<file path="src/rtl/dram_pkg.sv">
`default_nettype none
// ============================================================================
// Module   : dram_pkg
// Purpose  : Shared widths, state encoding and helpers for the DRAM packer.
// Revision : 1.0 - initial release
// ============================================================================
package dram_pkg;

    localparam int c_def_in_w   = 8;
    localparam int c_def_out_w  = 163;
    localparam int c_def_addr_w = 8;
    localparam int c_def_depth  = 256;

    typedef enum logic [0:0] {
        FILL  = 1'b0,
        FLUSH = 1'b1
    } pack_state_t;

    // Bits needed to count 0..out_w held bits.
    function automatic int fill_width(input int out_w);
        return $clog2(out_w + 1);
    endfunction

endpackage
`default_nettype wire

</file>
<file path="src/rtl/dram_packer_addr_gen.sv">
`default_nettype none
// ============================================================================
// Module   : dram_packer_addr_gen
// Purpose  : Wrapping BRAM write-address counter with end-of-buffer pulse.
// Revision : 1.0 - initial release
// ============================================================================
module dram_packer_addr_gen #(
    parameter int ADDR_W = 8,
    parameter int DEPTH  = 256
) (
    input  logic              clk,
    input  logic              rst,
    input  logic              clear,
    input  logic              advance,
    output logic [ADDR_W-1:0] addr,
    output logic              buf_done
);

    localparam logic [ADDR_W-1:0] c_last = ADDR_W'(DEPTH - 1);

    logic [ADDR_W-1:0] r_addr;

    always_ff @(posedge clk or negedge rst) begin
        if (!rst) begin
            r_addr <= '0;
        end else if (clear) begin
            r_addr <= '0;
        end else if (advance) begin
            r_addr <= (r_addr == c_last) ? '0 : r_addr + ADDR_W'(1);
        end
    end

    assign addr     = r_addr;
    assign buf_done = advance && (r_addr == c_last);

endmodule
`default_nettype wire

</file>
<file path="src/rtl/dram_stream_packer.sv">
`default_nettype none
// ============================================================================
// Module   : dram_stream_packer
// Purpose  : Packs IN_W-bit DRAM beats MSB-first into OUT_W-bit BRAM words.
//            Optional output backpressure: DRAM_PACKER_BACKPRESSURE_EN.
// Revision : 1.0 - initial release
// ============================================================================
module dram_stream_packer
    import dram_pkg::*;
#(
    parameter int IN_W   = c_def_in_w,
    parameter int OUT_W  = c_def_out_w,
    parameter int ADDR_W = c_def_addr_w,
    parameter int DEPTH  = c_def_depth
) (
    input  logic                       clk,
    input  logic                       rst,
    input  logic                       clear,
    input  logic [IN_W-1:0]            in_data,
    input  logic                       in_valid,
    output logic                       in_ready,
    input  logic                       flush,
`ifdef DRAM_PACKER_BACKPRESSURE_EN
    input  logic                       bram_ready,
`endif
    output logic [OUT_W-1:0]           bram_data,
    output logic                       bram_write_enable,
    output logic [ADDR_W-1:0]          bram_addr,
    output logic                       buf_done,
    output logic [$clog2(OUT_W+1)-1:0] fill_level
);

    localparam int c_fill_w = fill_width(OUT_W);
    localparam int c_sum_w  = $clog2(OUT_W + IN_W + 1);
    localparam int c_acc_w  = OUT_W + IN_W - 1;

    pack_state_t         r_state;
    pack_state_t         w_state_next;
    logic [c_acc_w-1:0]  r_acc;
    logic [c_fill_w-1:0] r_fill;
    logic [OUT_W-1:0]    r_data;
    logic                r_we;

    logic                w_out_free;
    logic                w_wr_done;
    logic                w_accept;
    logic [c_sum_w-1:0]  w_sum;
    logic [c_sum_w-1:0]  w_shift;
    logic                w_complete;
    logic [c_acc_w-1:0]  w_ext;
    logic [c_acc_w-1:0]  w_rem;

`ifdef DRAM_PACKER_BACKPRESSURE_EN
    assign w_out_free = !r_we || bram_ready;
    assign w_wr_done  = r_we && bram_ready;
`else
    assign w_out_free = 1'b1;
    assign w_wr_done  = r_we;
`endif

    // The accumulator is kept MSB-aligned; a beat lands just below the held bits.
    assign w_accept   = in_valid && in_ready && !clear;
    assign w_sum      = c_sum_w'(r_fill) + c_sum_w'(IN_W);
    assign w_complete = w_sum >= c_sum_w'(OUT_W);
    assign w_shift    = c_sum_w'(OUT_W - 1) - c_sum_w'(r_fill);
    assign w_ext      = r_acc | (c_acc_w'(in_data) << w_shift);
    assign w_rem      = w_ext << OUT_W;

    always_ff @(posedge clk or negedge rst) begin
        if (!rst) begin
            r_state <= FILL;
        end else begin
            r_state <= w_state_next;
        end
    end

    always_comb begin
        w_state_next = r_state;
        in_ready     = 1'b0;
        case (r_state)
            FILL: begin
                in_ready = w_out_free;
                if (flush) begin
                    w_state_next = FLUSH;
                end
            end
            FLUSH: begin
                if (w_out_free || r_fill == '0) begin
                    w_state_next = FILL;
                end
            end
            default: w_state_next = FILL;
        endcase
        if (clear) begin
            w_state_next = FILL;
        end
    end

    always_ff @(posedge clk or negedge rst) begin
        if (!rst) begin
            r_acc  <= '0;
            r_fill <= '0;
            r_data <= '0;
            r_we   <= 1'b0;
        end else if (clear) begin
            r_acc  <= '0;
            r_fill <= '0;
            r_we   <= 1'b0;
        end else begin
            if (w_wr_done) begin
                r_we <= 1'b0;
            end
            if (w_accept) begin
                if (w_complete) begin
                    r_data <= w_ext[c_acc_w-1 -: OUT_W];
                    r_we   <= 1'b1;
                    r_acc  <= w_rem;
                    r_fill <= c_fill_w'(w_sum - c_sum_w'(OUT_W));
                end else begin
                    r_acc  <= w_ext;
                    r_fill <= c_fill_w'(w_sum);
                end
            end else if (r_state == FLUSH && r_fill != '0 && w_out_free) begin
                // Unfilled low bits are already zero in the accumulator.
                r_data <= r_acc[c_acc_w-1 -: OUT_W];
                r_we   <= 1'b1;
                r_acc  <= '0;
                r_fill <= '0;
            end
        end
    end

    dram_packer_addr_gen #(
        .ADDR_W (ADDR_W),
        .DEPTH  (DEPTH)
    ) u_addr_gen (
        .clk      (clk),
        .rst      (rst),
        .clear    (clear),
        .advance  (w_wr_done),
        .addr     (bram_addr),
        .buf_done (buf_done)
    );

    assign bram_data         = r_data;
    assign bram_write_enable = r_we;
    assign fill_level        = r_fill;

endmodule
`default_nettype wire

</file>
<file path="config.mk">
export PLATFORM = sky130hd
export DESIGN_NAME = dram_stream_packer
export DESIGN_NICKNAME = d
export VERILOG_FILES = /design/src/rtl/dram_pkg.sv /design/src/rtl/dram_packer_addr_gen.sv /design/src/rtl/dram_stream_packer.sv
export SDC_FILE = /design/constraint.sdc
export NUM_CORES = 1
export LEC_CHECK = 0
export ABC_AREA = 1
export CAP_MARGIN = 20
export CORE_AREA = 2 2 186 188
export DETAILED_ROUTE_END_ITERATION = 10
export DIE_AREA = 0 0 188 190
export PLACE_DENSITY = 0.72
export SETUP_SLACK_MARGIN = 0.1
export SLEW_MARGIN = 40
export SYNTH_ARGS = -nofsm -noshare
export SYNTH_HDL_FRONTEND = slang
export SYNTH_SLANG_ARGS = --single-unit
</file>
<file path="constraint.sdc">
create_clock -name clk -period 4.8 [get_ports clk]
set_input_delay 1.44 -clock clk [delete_from_list [all_inputs] [get_ports clk]]
set_output_delay 1.44 -clock clk [all_outputs]
set_load 0.005 [all_outputs]
</file>
# Yosys cells after proc, flatten, opt, wreduce, memory -nomap -nowiden
# Cells that the tools add are included.
[word_totals] register_bits=351 inputBits=13
[classes] reduce_logical=10 muxes=22 n_eq_ne=2 addsub=4 shift=1 n_bitwise=3 order_cmp=1
[ops] operator="$mux W170" count=4
[ops] operator="$mux W163" count=3
[ops] operator="$or A170 B170 Y170" count=1
[ops] operator="$shl A8 B8 Y170" count=1
[ops] operator="$mux W8" count=7
[ops] operator="$add A8 B1 Y8 const B" count=1
[ops] operator="$add A8 B4 Y8 const B" count=1
[ops] operator="$eq A8 B8 Y1 const B" count=1
[ops] operator="$ge A8 B8 Y1 const B" count=1
[ops] operator="$reduce_bool A8 Y1" count=1
[ops] operator="$sub A8 B8 Y8 const A" count=1
[ops] operator="$sub A8 B8 Y8 const B" count=1
[ops] operator="$mux W1" count=7
[ops] operator="$logic_and A1 B1 Y1" count=4
[ops] operator="$reduce_bool A2 Y1" count=2
[ops] operator="$reduce_and A3 Y1" count=1
[ops] operator="$reduce_bool A3 Y1" count=1
[ops] operator="$ne A2 B1 Y1 const B" count=1
[ops] operator="$not A1 Y1" count=2
[ops] operator="$pmux W1 S2" count=1
[ops] operator="$logic_not A1 Y1" count=1

# Depth between registers and ports, before layout
# Gate-level depths: netlist of the first run.
[logic_depth] ltp_word=6 ltp_mapped=15

# Modules after synthesis
# From an unflattened synthesis of the first run, not the netlist that was laid out.
[hier_totals] hier_cells=2069 hier_area_um2=16813.6
[by_module_without_submodules] module="dram_stream_packer" area_each_um2=16339.4 cells_per_inst=2011 instances=1
[by_module_without_submodules] module="dram_packer_addr_gen" area_each_um2=474.2 cells_per_inst=58 instances=1

# Least setup slack after synthesis of the first run
# OpenSTA, ideal clock, no wires.
[synth_timing] path_type="input -> register" start="input clear" end="register r_acc[0]" arrival_ns=2.767 path_buffers=4 path_stages=11 setup_slack_ns=1.955 required_ns=4.723 cell_sequence="buf_2 inv_2 nand3_1 inv_2 buf_2 nand2_1 nand2_2 inv_2 buf_2 buf_2 a21oi_1"
[synth_via] elab_chain_len=4 word_cells_on_any_way=5 cone_classes="2 x mux; 3 x reduce/logical"
[synth_lines] element="start: declaration" line="dram_stream_packer.sv:18" source="input logic clear,"
[synth_lines] element="$logic_not A1 Y1" line="dram_stream_packer.sv:62" source="assign w_accept = in_valid && in_ready && !clear;"
[synth_lines] element="$logic_and A1 B1 Y1" line="dram_stream_packer.sv:62"
[synth_lines] element="$mux W170" line="dram_stream_packer.sv:113" source="if (w_accept) begin"
[synth_lines] element="$mux W170" line="dram_stream_packer.sv:105" source="end else if (clear) begin"
[synth_lines] element="end signal: assignment" line="dram_stream_packer.sv:117" source="r_acc <= w_rem;"
[synth_lines] element="end signal: assignment" line="dram_stream_packer.sv:120" source="r_acc <= w_ext;"
[synth_lines] element="end: declaration" line="dram_stream_packer.sv:39" source="logic [c_acc_w-1:0] r_acc;"
# Parallel ways exist; a longest one is shown, timed or not.
# A chain may end at the register's enable or synchronous reset.

# Worst setup path in the final report of the first run
[layout_timing] start="register u_addr_gen.r_addr[0], in the netlist u_addr_gen.addr[0]" end="output buf_done"
[layout_via] elab_chain_len=2
[layout_lines] element="start: declaration" line="dram_packer_addr_gen.sv:21" source="logic [ADDR_W-1:0] r_addr;"
[layout_lines] element="start signal: assignment" line="dram_packer_addr_gen.sv:29" source="r_addr <= (r_addr == c_last) ? '0 : r_addr + ADDR_W'(1);"
[layout_lines] element="$eq A8 B8 Y1" line="dram_packer_addr_gen.sv:34" source="assign buf_done = advance && (r_addr == c_last);"
[layout_lines] element="$logic_and A1 B1 Y1" line="dram_packer_addr_gen.sv:34"
[layout_lines] element="end: declaration" line="dram_stream_packer.sv:29" source="output logic buf_done,"
# No other way between the ends.

==> metrics.txt, run 1 <==
outcome complete, no violations; Primary FF master, synth dfrtp_1; CTS Sinks 351; Post-CTS Setup Inserts 0; Final Hold Fails 0; Static Leakage about 9.1 nW; Initial Util 49.1%; Unique masters post-synth 38; cts bufs inserted 39; first-pass iteration count of the detailed router 8; Critical Path Stages 8; Top Ports slightly below 200; initial antenna violation count 0; part of the cycle the worst path needs 80.5%; DR WL/cell 19.0 um; crit end category output port; Design Power approximately 9 mW; sequential fraction of the synthesis area a little over half; max_cap viols 0; Die Y 190 um; vias in the first global route 15000; final setup TNS 0 ps; CTS tree yes; Total Routing Usage GR between 20% and 30%; most common cell after layout, fill and taps aside nand2_1; # hold bufs at CTS 0; gpl congestion 0.929; Post-DP Area roughly 0.019 mm2; crit path cell chain ha_1, nand2_1, nor2_1, nand2_1, nor2_1, inv_1, nor2_1, clkdlybuf4s50_1; Final Critical Period 3870 ps; H-tree levels 2; WS Path Type register to output port; Die Footprint roughly 0.036 mm2; hold_ws 474 ps; worst path required time 3360 ps; Post-Syn Nets 2109; DPL Wire Length between 30000 and 40000 um; # diodes 0; Synth Area per Inst 7.98 um2; Via Count around 15000; Slew headroom between 40 and 50%; clk buf depth 3; met1 WL 22100 um; Clock Latency Late Sink 530 ps; CTS resizes 0; Slowest-stage cell, CP clkdlybuf4s50_1; antenna viol nets, final 0; most frequent cell on the critical path nor2_1; first-pass GRT wire length 82900 um; IO Port Bufs 194; Final Util about three fifths; CTS root buffer clkbuf_16; Worst Reg-to-Reg Cells 10; Netlist Area Pre-Place 0.0167 mm2; Worst-path clk slew 60 ps; Critical path buffers and inverters 2; Core Region 0.0339 mm2; largest net degree at the start of global routing between 90 and 100; Syn Inst Count 2089; Worst Skew around 14 ps; number of remaining DRC errors 0; PwrDens approximately 440 mW/mm2; vias per cell 5.75; Slowest Stage Delay on Critical Path 570 ps; Async SR Flop Fraction between 90% and 100%; maximum clock frequency approximately 260 MHz; # fillers 2974; Iter 0 DRT Violations approximately 1800; peak supply drop 0.000367 V; Nets about 2200; Yosys warning count 0; routed length on met3 between 4000 and 5000 um; final instance area 0.0202 mm2; Layout area overhead 21.0%; Hold Path Class register to register; met2 wire length 23200 um; Setup crit start kind register; most frequent cells in the layout nand2_1, nor2_1, dfrtp_1; cell row count 68; share of cells above drive strength 1 ~5.7%; post-synthesis register bit count about 350; EDFF count, synth 0; critical path peak fanout 5; Die Wd 188 um; hold path cells 1; critical path's top delay family simple AND/OR/NAND/NOR gates; RSZ-0062 raised after global routing no; GRT overflow 0; Arr. time, crit path approximately 2400 ps; Slew @ Worst Pin 876 ps; final wirelength 51200 um; Slew Limit Fails 0; Final setup viols 0; DR top layer met4
-- area by class of cell --
type | instances | area, um2 | share of cell area [%]
timing repair buffer | 225 | 2310 | 11.4
inverter | 150 | 568 | 2.81
clock inverter | 17 | 221 | 1.10
clock buffer | 51 | 1080 | 5.37
sequential | 351 | 8780 | 43.5
multi-input combinational | 1448 | 6650 | 32.9
tap | 455 | 569 | 2.82
-- metal layers --
layer,vias up,global-route usage (%)
li1,7084,-
met1,7569,41.1
met4,0,10.4
met2,718,44.8
met5,-,0
met3,125,5.05
-- cells by family (layout without fill, tap and decap cells) --
| kind of cell | after synthesis | after routing | synth area share (%) |
|---|---|---|---|
| and+or+nand+nor | 1071 | 1071 | 27.3 |
| AOI/OAI and AO/OA | 363 | 363 | 11.4 |
| DFF | 351 | 351 | 52.7 |
| buffers and inverters | 290 | 443 | 7.69 |
| adders and majority gates | 7 | 7 | 0.525 |
| xor gates and xnor gates | 6 | 6 | 0.360 |
| muxes | 1 | 1 | 0.0600 |
-- sequential cells by signal, summed over array words and instances (netlist names) --
register and cells:
fill_level 8, r_state 1, bram_write_enable 1, r_acc 170, bram_data 163, u_addr_gen.addr 8
-- through the flow --
step	setup WS, ps	std cells
detailed placement	636	2629
global placement	692	2628
finish	934	2697
CTS	926	2697
global route	764	2697
floorplan	1960	2089
-- worst register-to-register path: cells and delay by family (launching register included) --
kind            cells  cell delay [ps]
fa+ha+maj           1              610
flops               1              690
compound gates      2              370
buf+inv             3              580
simple gates        4             1190
-- report_power, final --
group | switching [mW] | total, mW | internal (mW)
clock network | 1.24 | 3.06 | 1.82
registers | 0.376 | 3.82 | 3.44
logic | 0.930 | 2.00 | 1.07
-- cell usage after synthesis, types with 2 or more instances --
library cell  instances  area share, %
nand3_1             221            6.6
buf_2                68            2.0
o21a_1                4           0.18
o21ai_2               5           0.26
buf_1                 5           0.11
nand2_2               6           0.23
o22ai_1               4           0.15
nor2_2                2          0.075
nor2_1              377            8.5
nand2_1             379            8.5
xnor2_1               2           0.11
a22oi_1              12           0.54
buf_4                15           0.68
o21ai_0              57            1.7
o21ai_1               9           0.27
xor2_1                3           0.16
a21oi_1             265            8.0
dfrtp_1             351             53
a31oi_1               2          0.075
nand4_1              71            2.7
nor3_1                7           0.21
ha_1                  7           0.53
nor3_2                2           0.12
clkbuf_1             45            1.0
buf_6                 7           0.47
nand2_4               3           0.20
inv_2                11           0.25
inv_1               139            3.1
-- worst paths after layout --
path	from	end	slack (ps)
max	u_addr_gen.addr[0]	buf_done	930
min reg2reg	r_state	r_state	470
max in group asynchronous	rst	bram_data[75]	2870
max reg2reg	fill_level[0]	bram_data[97]	1270
min in group asynchronous	rst	u_addr_gen.addr[3]	860
min	r_state	r_state	470
No activity file was read; power rests on OpenSTA's default activity.
==> run 2: changes to the inputs <==
- PLACE_DENSITY: 0.72 -> 0.75
- clock period: 4.8 -> 3.19 ns (I/O delays scaled with it)
==> run 2 against run 1 <==
Effect of this change: first-iteration DRC count down 1.8%; utilization up 1.5 points; non-clock buffer count up 59; largest cell class unchanged; worst hold slack worse by 32 ps; clock-buffer cell count up 1; critical path type is now register to register; final cell count up 2.0%; via count up 2.6%; setup slack worse by 630 ps; die area unchanged; highest routed layer unchanged; critical endpoint is now r_acc[11]; final area up 2.5%; global-route usage up 0.89 points; power up 48%.
==> metrics.txt, run 2 (synthesis gave the netlist of run 1 again) <==
P_sw 3.83 mW (+51%); Worst Skew 17.3 ps (+3.25 ps); DPL Wire Length 34700 um (+6.7%); most common cell after layout, fill and taps aside nand2_1; vias in the first global route 15100 (+0.44%); Final setup viols 0 (unchanged); first-pass iteration count of the detailed router 6 (-2); critical path peak fanout 21 (+16); IO Port Bufs 194 (unchanged); antenna viol nets, final 0 (unchanged); GRT overflow 0 (unchanged); RSZ-0062 raised after global routing no; Setup WS post-layout 308 ps (-626 ps); Die Footprint 0.0357 mm2 (unchanged); cts bufs inserted 37 (-5.1%); final setup TNS 0 ps (unchanged); Slowest-stage cell, CP dfrtp_1; Layout area overhead 24.1%; most frequent cells in the layout nand2_1, nor2_1, dfrtp_1; share of cells above drive strength 1 8.14% (+2.5 points); Worst-path clk slew 60 ps (about the same); CTS tree yes; crit path cell chain ha_1, inv_1, nand3_1, nand2_2, clkinv_2, buf_4, nor3_2, buf_4, nand3_1, a21oi_1; PwrDens 637 mW/mm2 (+45%); peak supply drop 0.000578 V (+58%); max reg flops 170 (unchanged); Comb pwr share 23.6% (+1.0 points); final instance area 0.0207 mm2 (+2.5%); crit end category register; # hold bufs at CTS 0 (unchanged); Top Ports 195 (unchanged); clk buf depth 3 (unchanged); Setup crit start kind register; part of the power in registers 43.8% (+0.8 points); Final Util 60.9% (+1.5 points); Slew Limit Fails 0 (unchanged); Slew headroom 47.4% (+6.2 points); largest net degree at the start of global routing 97 (unchanged); first-pass GRT wire length 84100 um (+1.4%); Final Hold Fails 0 (unchanged); Slowest Stage Delay on Critical Path 480 ps (-90 ps); final wirelength 52800 um (+3.2%); H-tree levels 2 (unchanged); Initial Util 49.1% (unchanged); part of the cycle the worst path needs approximately 90%; number of remaining DRC errors 0 (unchanged); Die Wd 188 um (unchanged); Clk network pwr share 32.6% (-1.8 points); Hold Path Class input pin to asynchronous set/reset pin; CTS Sinks 351 (unchanged); pre-CTS WS 94.5 ps (-541 ps); maximum clock frequency 347 MHz; DR WL/cell 19.2 um (+1.2%); gpl congestion 0.928 (about the same); WS Path Type register to register; outcome complete, no violations; Post-DP Area 0.0194 mm2 (+3.1%); Static Leakage 9.43 nW (+3.5%); Sw Share 29.1% (+0.46 points); Slew @ Worst Pin 787 ps (-89.0 ps); Final Critical Period 2880 ps; CTS root buffer clkbuf_16; vias per cell 5.78 (+0.57%); Die Y 190 um (unchanged); cell row count 68 (unchanged); Arr. time, crit path 3340 ps (+910 ps); Clock Latency Late Sink 540 ps (about the same); max_cap viols 0 (unchanged); # diodes 0 (unchanged); Via Count 15900 (+2.6%); initial antenna violation count 0 (unchanged); Nets 2292 (+2.6%); Iter 0 DRT Violations 1757 (-1.8%); Reg with most FFs r_acc; Total Routing Usage GR 29.8% (+0.89 points); Pint 9.34 mW (+47%); Core Region 0.0339 mm2 (unchanged); worst path required time 3650 ps (+290 ps)
-- run 2: cell count changes in the layout (fill, tap and decap cells not counted), sizes merged --
cell	previous run	this run
clkbuf	51	52
clkdlybuf4s50	193	192
buf	32	91
bufinv	4	1
clkinvlp	4	1
inv	151	149
clkinv	8	10
dlygate4sd2	0	1
-- run 2: layout make-up --
type | count | area, um2
clock buffer | 52 | 1090
clock inverter | 11 | 113
fill | 2860 | 13300
inverter | 150 | 569
multi-input combinational | 1448 | 6650
sequential | 351 | 8780
tap | 455 | 569
timing repair buffer | 284 | 2910
-- run 2: final timing paths --
path | slack, ps | to | depth (start not counted) | startpoint
setup / recovery | 310 | r_acc[11] | 10 | fill_level[0]
hold / removal | 440 | u_addr_gen.addr[4] | 1 | rst
setup reg to reg | 310 | r_acc[11] | 10 | fill_level[0]
hold reg to reg | 480 | bram_data[110] | 2 | bram_data[110]
max in group asynchronous | 1930 | r_acc[74] | 2 | rst
min in group clk | 480 | bram_data[110] | 2 | bram_data[110]
-- run 2: stage by stage --
stage,hold WS [ps],power [mW],cells
detailed placement,466,8.91,2685
CTS,474,13.2,2751
global placement,462,8.86,2685
finish,442,13.2,2751
global route,495,13.8,2751
floorplan,443,6.75,2089
-- run 2: power groups by stage --
stage | Clock [mW] | Combinational [mW] | Sequential [mW]
2_1_floorplan | 0 | 1.07 | 5.68
3_3_place_gp | 0 | 3.04 | 5.82
3_5_place_dp | 0 | 3.10 | 5.81
4_1_cts | 4.34 | 3.13 | 5.75
5_1_grt | 4.51 | 3.40 | 5.84
6_report | 4.30 | 3.11 | 5.77
-- run 2: per-layer routing --
metal | share of wire, % | vias to the layer above | track usage (%)
li1 | - | 7203 | -
met1 | 41 | 7638 | 42.2
met2 | 45 | 901 | 45.3
met3 | 9.4 | 155 | 5.24
met4 | 4.4 | 0 | 13.1
met5 | 0 | - | 0
-- run 2: worst max-delay path: cells and delay by family, from the launching register on --
| kind | cells | cell delay (ps) |
|---|---|---|
| compound gates | 1 | 150 |
| fa+ha+maj | 1 | 270 |
| buf+inv | 4 | 1020 |
| flops | 1 | 480 |
| simple gates | 4 | 880 |
-- run 2: repair_timing --
| item | CTS | global route |
|---|---|---|
| gates cloned | 0 | 0 |
| endpoints found under the setup margin | 1 | 4 |
| pin swaps | 1 | 0 |
| buffers inserted | 3 | 0 |
| hold endpoints to repair | 0 | 0 |
| gates resized for setup | 5 | 2 |
==> run 3: changes to the inputs <==
- CORE_AREA: 2 2 186 188 -> 4 4 188 190
- DIE_AREA: 0 0 188 190 -> 0 0 192 194
- PLACE_DENSITY: 0.75 -> 0.72
- clock period: 3.19 -> 2.91 ns (I/O delays scaled with it)
==> run 3 against run 2 <==
Effect of this change: clock skew rose by 8.9 ps; non-clock buffer count grew 8; die area increased by 4.3%; sequential share of layout area down 0.18 points; critical endpoint is now buf_done; power up 11%; largest power group unchanged.
==> metrics.txt, run 3 (synthesis gave the netlist of run 1 again) <==
crit end category output port; max reg flops 170 (unchanged); WS Path Type register to output port; # hold bufs at CTS 0 (unchanged); P_sw 4.19 mW (+9.3%); part of the power in registers 43.4% (-0.4 points); non-filler cells in the finished layout 2755 (+0.15%); Top Ports 195 (unchanged); outcome complete, no violations; Total Routing Usage GR 27.9% (-1.9 points); # fillers 2865 (+0.17%); vias in the first global route 15200 (+0.68%); reg2reg setup slack 270 ps (-40 ps); Arr. time, crit path 1780 ps (-1560 ps); H-tree levels 2 (unchanged); Slew headroom 50.1% (+2.7 points); hold_ws 259 ps (-183 ps); Via Count 15700 (-1.5%); CTS Sinks 351 (unchanged); Clk network pwr share 33.1% (+0.5 points); antenna viol nets, final 0 (unchanged); pre-CTS WS 20.6 ps (-74.0 ps); number of remaining DRC errors 0 (unchanged); Pint 10.4 mW (+11%); RSZ-0062 raised after global routing yes; peak supply drop 0.000494 V (-15%); largest net degree at the start of global routing 85 (-12%); Worst Skew 26.2 ps (+8.91 ps); Slew Limit Fails 0 (unchanged); Die Y 194 um (+2.1%); Final Critical Period between 2000 and 3000 ps; IO Port Bufs 194 (unchanged); Post-DP Area 0.0194 mm2 (about the same); worst path required time 2040 ps (-1610 ps); cell row count 67 (-1.5%); Placed Cells 2682 (-0.11%); gpl congestion 0.948 (+2.2%); initial antenna violation count 1 (+1); Slew @ Worst Pin 748 ps (-38.4 ps); Comb pwr share 23.5% (about the same); maximum clock frequency 377 MHz; first-pass GRT wire length 83900 um (-0.17%); most frequent cells in the layout nand2_1, nor2_1, dfrtp_1; final setup TNS 0 ps (unchanged); most common cell after layout, fill and taps aside nand2_1; part of the cycle the worst path needs roughly 91%; Hold Path Class input pin to asynchronous set/reset pin; Sw Share 28.8% (-0.32 points); vias per cell 5.68 (-1.6%); GRT overflow 0 (unchanged); Setup crit start kind register; Nets 2301 (+0.39%); final wirelength 52600 um (-0.41%); Layout area overhead 24.6%; critical path's top delay family simple AND/OR/NAND/NOR gates; final instance area 0.0208 mm2 (+0.44%); Static Leakage 9.48 nW (+0.57%); Setup WS post-layout 259 ps (-48.9 ps); Final setup viols 0 (unchanged); crit path cell chain ha_1, nand2_1, nor2_2, nand2_1, nor2_1, inv_1, nor2_2, dlygate4sd2_1; Slowest-stage cell, CP dfrtp_1; first-pass iteration count of the detailed router 7 (+1); # diodes 0 (unchanged); PwrDens 701 mW/mm2 (+10%); CTS tree yes; Die Wd 192 um (+2.1%); clk buf depth 3 (unchanged); area of the multi-input gates 0.00666 mm2 (+0.23%); share of cells above drive strength 1 8.50% (+0.35 points); CTS root buffer clkbuf_16; DPL Wire Length 34900 um (+0.62%); Final Hold Fails 0 (unchanged); max_cap viols 0 (unchanged); Critical path buffers and inverters 2 (-2); Initial Util 49.8% (+0.73 points); cts bufs inserted 38 (+2.7%); Iter 0 DRT Violations 1580 (-10%); Clock Latency Late Sink 540 ps (about the same); critical path peak fanout 2 (-90%); Core Region 0.0334 mm2 (-1.5%); Slowest Stage Delay on Critical Path 360 ps (-120 ps); Reg with most FFs r_acc; Storage cell area 0.00878 mm2 (about the same); Worst-path clk slew 60 ps (about the same); Die Footprint 0.0372 mm2 (+4.3%); DR WL/cell 19.1 um (-0.56%)
## run 3: changes by cell type in the layout (fill, tap and decap cells not counted), sizes merged
| cell | previous run | this run |
|---|---|---|
| bufinv | 1 | 3 |
| clkinv | 10 | 11 |
| inv | 149 | 148 |
| clkbuf | 52 | 53 |
| buf | 91 | 99 |
## run 3: metrics by stage
stage / power, mW / util [%]
after floorplan: 7.40 / -
after global placement: 9.75 / 58.1
after detailed placement: 9.80 / 58.1
after CTS: 14.6 / 61.8
after global routing: 15.3 / 62.1
final: 14.6 / 62.1
## run 3: area by class of cell
cell class	instances	area share [%]
flip-flops and latches	351	42.3
multi-input cells	1448	32.1
repair buffers	292	14.3
clock inverters	13	0.795
inverters	150	2.75
well taps	448	2.70
clock buffers	53	5.14
## run 3: path summary, 6_finish.rpt
check	from	end	cells after the start
min	rst	u_addr_gen.addr[6]	1
max in group asynchronous	rst	bram_data[114]	2
max reg2reg	fill_level[0]	bram_data[73]	8
min reg2reg	r_state	r_state	1
min in group clk	r_state	r_state	1
max	u_addr_gen.addr[0]	buf_done	8
## run 3: power groups by stage
| stage | Sequential [mW] | Combinational (mW) | Clock [mW] |
|---|---|---|---|
| floorplan | 6.22 | 1.17 | 0 |
| global placement | 6.38 | 3.38 | 0 |
| detailed placement | 6.37 | 3.42 | 0 |
| CTS | 6.31 | 3.46 | 4.88 |
| global route | 6.39 | 3.76 | 5.11 |
| finish | 6.32 | 3.43 | 4.82 |
## run 3: timing repair
item,4_1_cts,5_1_grt
pin swaps,0,2
setup buffers,2,5
setup endpoints to repair,1,46
gates resized for setup,2,11
## run 3: per-layer routing
metal | wire, um | vias to the layer above | track usage (%)
li1 | - | 7220 | -
met1 | 22000 | 7579 | 40.9
met2 | 24100 | 758 | 42.3
met3 | 4910 | 100 | 5.08
met4 | 1630 | 2 | 9.11
met5 | 12 | - | 0
